## src/rtl/inst_fetch_pkg.sv

```systemverilog
// Shared definitions for the instruction fetch stage: default widths,
// opcode field geometry and the output-register source select.
package inst_fetch_pkg;

    localparam int DEF_ADDR_W = 8;
    localparam int DEF_INST_W = 16;

    // Opcode occupies the top OPC_W bits of every instruction word.
    localparam int OPC_W = 4;

    // Where the if_* register takes its next value from, in priority order.
    typedef enum logic [2:0] {
        SEL_FLUSH  = 3'd0,
        SEL_HOLD   = 3'd1,
        SEL_SKID   = 3'd2,
        SEL_MEM    = 3'd3,
        SEL_BUBBLE = 3'd4
    } out_sel_e;

endpackage

```

## src/rtl/fetch_skid.sv

```systemverilog
// One-entry skid buffer holding a {inst, pc} pair that arrived while decode
// was stalled. clear wins over push so a redirect always drops the entry.
module fetch_skid #(
    parameter int W = 24
) (
    input  logic         clk,
    input  logic         rst,
    input  logic         push,
    input  logic         pop,
    input  logic         clear,
    input  logic [W-1:0] din,
    output logic [W-1:0] dout,
    output logic         full
);

    logic [W-1:0] data_q;
    logic         full_q;

    // Entry storage and occupancy flag.
    always_ff @(posedge clk) begin
        if (rst || clear) begin
            full_q <= 1'b0;
            data_q <= '0;
        end else if (push) begin
            full_q <= 1'b1;
            data_q <= din;
        end else if (pop) begin
            full_q <= 1'b0;
        end
    end

    assign dout = data_q;
    assign full = full_q;

endmodule

```

## src/rtl/inst_fetch.sv

```systemverilog
// Instruction fetch stage: owns the PC, issues reads to a synchronous
// instruction memory and presents one registered instruction per cycle to
// decode. Stalls are absorbed by a one-entry skid; redirects flush.
module inst_fetch
    import inst_fetch_pkg::*;
#(
    parameter int                ADDR_W   = DEF_ADDR_W,
    parameter int                INST_W   = DEF_INST_W,
    parameter logic [ADDR_W-1:0] RESET_PC = '0
) (
    input  logic              clk,
    input  logic              rst,
    output logic              imem_en,
    output logic [ADDR_W-1:0] imem_addr,
    input  logic [INST_W-1:0] imem_rdata,
    input  logic              stall,
    input  logic              redirect,
    input  logic [ADDR_W-1:0] redirect_pc,
    output logic              if_valid,
    output logic [INST_W-1:0] if_inst,
    output logic [ADDR_W-1:0] if_pc,
    output logic [OPC_W-1:0]  if_opcode
);

    localparam int SKID_W = INST_W + ADDR_W;

    logic [ADDR_W-1:0] pc;
    logic [ADDR_W-1:0] req_pc;
    logic              inflight;

    out_sel_e          out_sel;

    logic              skid_push;
    logic              skid_pop;
    logic              skid_clear;
    logic [SKID_W-1:0] skid_dout;
    logic              skid_full;

    // A redirect fetches even under stall so the target is in flight as
    // soon as possible; the stale held instruction is dropped anyway.
    assign imem_en   = !rst && (redirect || !stall);
    assign imem_addr = redirect ? redirect_pc : pc;

    // Pick the source for the output register, highest priority first.
    always_comb begin
        out_sel = SEL_BUBBLE;
        if (redirect)
            out_sel = SEL_FLUSH;
        else if (stall)
            out_sel = SEL_HOLD;
        else if (skid_full)
            out_sel = SEL_SKID;
        else if (inflight)
            out_sel = SEL_MEM;
    end

    assign skid_push  = !rst && (out_sel == SEL_HOLD) && inflight;
    assign skid_pop   = !rst && (out_sel == SEL_SKID);
    assign skid_clear = !rst && redirect;

    fetch_skid #(
        .W (SKID_W)
    ) u_skid (
        .clk   (clk),
        .rst   (rst),
        .push  (skid_push),
        .pop   (skid_pop),
        .clear (skid_clear),
        .din   ({imem_rdata, req_pc}),
        .dout  (skid_dout),
        .full  (skid_full)
    );

    // PC advance and tracking of the request whose data lands next cycle.
    always_ff @(posedge clk) begin
        if (rst) begin
            pc       <= RESET_PC;
            req_pc   <= '0;
            inflight <= 1'b0;
        end else if (imem_en) begin
            pc       <= imem_addr + ADDR_W'(1);
            req_pc   <= imem_addr;
            inflight <= 1'b1;
        end else begin
            inflight <= 1'b0;
        end
    end

    // Output register toward decode.
    always_ff @(posedge clk) begin
        if (rst) begin
            if_valid <= 1'b0;
            if_inst  <= '0;
            if_pc    <= '0;
        end else begin
            case (out_sel)
                SEL_HOLD: ;
                SEL_SKID: begin
                    if_valid <= 1'b1;
                    if_inst  <= skid_dout[SKID_W-1:ADDR_W];
                    if_pc    <= skid_dout[ADDR_W-1:0];
                end
                SEL_MEM: begin
                    if_valid <= 1'b1;
                    if_inst  <= imem_rdata;
                    if_pc    <= req_pc;
                end
                default: begin
                    if_valid <= 1'b0;
                    if_inst  <= '0;
                end
            endcase
        end
    end

    // The skid only drains in a cycle with nothing issued the cycle before,
    // so a skid entry and a fresh response can never compete.
    always_ff @(posedge clk) begin
        if (!rst && !redirect && !stall)
            assert (!(skid_full && inflight));
    end

    assign if_opcode = if_inst[INST_W-1 -: OPC_W];

endmodule
```

## config.mk

```make
export PLATFORM = sky130hd
export DESIGN_NAME = inst_fetch
export DESIGN_NICKNAME = d
export VERILOG_FILES = /design/src/rtl/inst_fetch_pkg.sv /design/src/rtl/fetch_skid.sv /design/src/rtl/inst_fetch.sv
export SDC_FILE = /design/constraint.sdc
export NUM_CORES = 1
export LEC_CHECK = 0
export ABC_AREA = 1
export CORE_MARGIN = 1.5
export CORE_UTILIZATION = 50
export CTS_CLUSTER_SIZE = 28
export DETAILED_ROUTE_END_ITERATION = 16
export PLACE_DENSITY = 0.79
export SYNTH_ARGS = -nofsm -noshare
export SYNTH_HDL_FRONTEND = slang
export SYNTH_HIERARCHICAL = 1
export SYNTH_SLANG_ARGS = --single-unit
```

## constraint.sdc

```tcl
create_clock -name clk -period 1.6 [get_ports clk]
set_input_delay 0.16 -clock clk [delete_from_list [all_inputs] [get_ports clk]]
set_output_delay 0.16 -clock clk [all_outputs]
set_load 0.02 [all_outputs]
```

==> results.py <==
metrics = {
    "placement": {
        "pre_cts_ws_ns": -0.294,
        "dp_hpwl_mm": 5.12,
        "place_congestion": 0.877,
        "place_inst": 557,
        "port-buffer-count": 65,
        "post_dp_cell_area_sq_um": 3850,
    },
    "grt": {
        "grt_pass1_vias": 2702,
        "grt_pass1_wl_mm": 12.3,
        "overflow": 0,
        "grt_use_total_pct": 24.7,
        "grt_max_degree": 26,
        "antenna_found_initial": 0,
    },
    "synth": {
        "synth_area_leaders": "dfxtp_1, nand2_1, a21oi_1",
        "synth_top_area_share_pct": 44.4,
        "syn_nets": 433,
        "ys_ff_latch": 67,
        "synth_warnings": 6,
        "synth.distinct_cells": 29,
        "syn_area_sq_um": 3020,
        "yosys.area.top_type": "dfxtp_1",
        "syn_inst": 404,
        "ys_seq_area_share_pct": 44.4,
        "postSynthAreaPerCell_sq_um": 7.47,
    },
    "worst_setup_path": {
        "crit_arrival_ns": 1.31,
        "cp-start-kind": "register",
        "cp_slowest_cell": "clkdlybuf4s50_1",
        "max_stage_delay_ns": 0.61,
        "crit_family": "buffers and inverters",
        "crit_chain": "clkdlybuf4s50_1",
        "cp.required_ns": 1.44,
        "crit_path_end_kind": "output port",
        "critical_path_class": "register to output port",
        "crit_buf_inv": 1,
        "crit_fanout": 3,
    },
    "drt": {
        "num_vias": 2862,
        "drc": 0,
        "drt-total-wl_mm": 7.33,
        "drt_first_pass_iters": 4,
        "final_antenna_net_count": 0,
        "drt_iter0_markers": 193,
        "viasPerCell": 4.99,
        "routedWlPerCell_microns": 12.8,
    },
    "run": {
        "drv_cap": 0,
    },
    "run_status": {
        "outcome": "finished, final reports clean",
    },
    "clock_network": {
        "insertion_delay_ns": 0.34,
        "clock_path_buffers": 2,
        "cts_root_buf": "clkbuf_8",
        "cts_tree": "yes",
        "cts.sinks": 67,
        "h-tree-depth": 3,
        "path_clk_slew_ns": 0.08,
        "cts_buffers": 9,
    },
    "timing": {
        "final_max_slew_viol_count": 0,
        "finalSetupViolCount": 0,
        "worstMarginPinSlew_ns": 0.305,
        "hold_viol": 0,
        "fin_ws_ns": 0.128,
        "layout_min_cycle_time_ns": 1.47,
        "slew_headroom_pct": 79.5,
        "min_period_over_period_pct": 92.0,
        "skew_ns": 0.0119,
        "rsz0062_at_grt": "no",
        "max_freq_mhz": 679,
    },
    "floorplanning": {
        "io_pins": 66,
        "core_area_sq_um": 5890,
        "die_area_sq_um": 6510,
        "fp.dieW_microns": 80.7,
        "row_count": 28,
        "die_h_microns": 80.7,
        "start_util_pct": 51.3,
    },
    "layout": {
        "final_cells": 573,
        "diodes": 0,
        "final_area_sq_um": 4040,
        "layout.nets": 522,
        "area_growth_pct": 34.0,
        "drive_gt1_share_pct": 19.5,
    },
    "power": {
        "power_density_nw_per_um2": 907,
        "ir_drop_v": 0.000605,
        "p_leak_nw": 1.70,
    },
    "worst_hold_path": {
        "hp-class": "input pin to register",
    },
}
==> layout make-up <==
type / count / area, sq um
clock buffer: 10 / 138
timing repair buffer: 101 / 928
fill: 496 / 1840
inverter: 32 / 129
tap: 75 / 93.8
clock inverter: 6 / 65.1
sequential: 67 / 1340
multi-input combinational: 282 / 1350
==> layer usage <==
layer | GRT usage [%] | up-vias | wire length [microns]
met4 | 9.31 | 0 | 125
met5 | 0 | - | 0
li1 | - | 1465 | -
met2 | 40.0 | 94 | 3500
met3 | 5.00 | 12 | 497
met1 | 32.1 | 1291 | 3200
==> cell usage in the layout, fill, tap and decap left out, types with 2 or more instances in the layout <==
cell type / instances
nor2_4: 2
inv_1: 23
inv_2: 7
clkinv_2: 3
clkdlybuf4s50_1: 55
o21ai_0: 14
a21oi_2: 6
o21ai_2: 2
a21oi_1: 24
nand3_1: 24
o21ai_1: 10
nand2_1: 138
nand2_2: 16
nor2_2: 3
nand2_4: 6
nor2_1: 19
buf_4: 35
o22ai_1: 2
dlygate4sd2_1: 7
dfxtp_1: 67
clkbuf_8: 10
a31oi_1: 12
clkinv_4: 2
==> path summary, 6_finish.rpt <==
path / slack (ns) / cells past startpoint / end / from
worst max-delay path: 0.13 / 1 / if_inst[14] / if_inst[14]
worst min-delay path: 0.36 / 4 / req_pc[2] / redirect
worst max register to register: 0.27 / 9 / pc[6] / pc[0]
worst min register to register: 0.46 / 2 / u_skid/dout[3] / u_skid/dout[3]
==> worst min-delay path, cell delays in order <==
cell and delay [ns]:
dlymetal6s2s_1 0.17, buf_4 0.18, nand2_4 0.07, a31oi_1 0.08
==> report_power, final <==
group	switching [mW]	internal (mW)
registers	0.0295	1.72
logic	0.276	0.223
clock network	0.664	0.761
==> registers in the layout, summed over array words and instances (netlist names) <==
name         flops
if_valid         1
pc               8
u_skid/full      1
if_pc            8
u_skid/dout     24
if_inst         16
req_pc           8
inflight         1
==> Yosys cell counts <==
cell	number
nand2_1	138
o21ai_1	9
nand2_4	6
o22ai_1	2
or2_0	1
inv_8	1
a31oi_1	12
o211ai_1	1
nand4_1	1
buf_6	5
inv_2	7
a21oi_1	24
buf_1	2
buf_2	1
nand3_1	24
buf_4	13
nor2_1	20
nand2_2	16
buf_8	1
o21ai_0	15
buf_12	1
nor2_2	2
clkinv_2	1
inv_1	23
o21ai_2	2
nor2_4	2
dfxtp_1	67
ha_1	1
a21oi_2	6
==> timing repair <==
action                     4_1_cts  5_1_grt
hold buffers                     0        0
hold endpoints to repair         0        0
gates resized for setup         12        1
pin swaps                        0        0
buffers inserted                 0        0
setup endpoints to repair        9        5
==> cells by family after synthesis <==
kind of cell             Yosys count  share of synthesized area, %
flip-flops                        67                          44.4
buffers and inverters             55                          10.9
AND/OR/NAND/NOR                  210                          30.8
adder cells (fa/ha/maj)            1                         0.415
AO/OA/AOI/OAI                     71                          13.4
==> metrics by stage <==
| step | TNS [ns] | power [mW] | util [%] | hold slack, ns |
|---|---|---|---|---|
| after global placement | -5.16 | 2.28 | 65.3 | 0.444 |
| after detailed placement | -7.74 | 2.29 | 65.3 | 0.451 |
| final | 0 | 3.67 | 68.7 | 0.361 |
| after global routing | 0 | 3.81 | 68.7 | 0.356 |
| after floorplan | 0 | 2.04 | - | 0.300 |
| after CTS | 0 | 3.68 | 68.7 | 0.390 |
No activity file was read; power rests on OpenSTA's default activity.
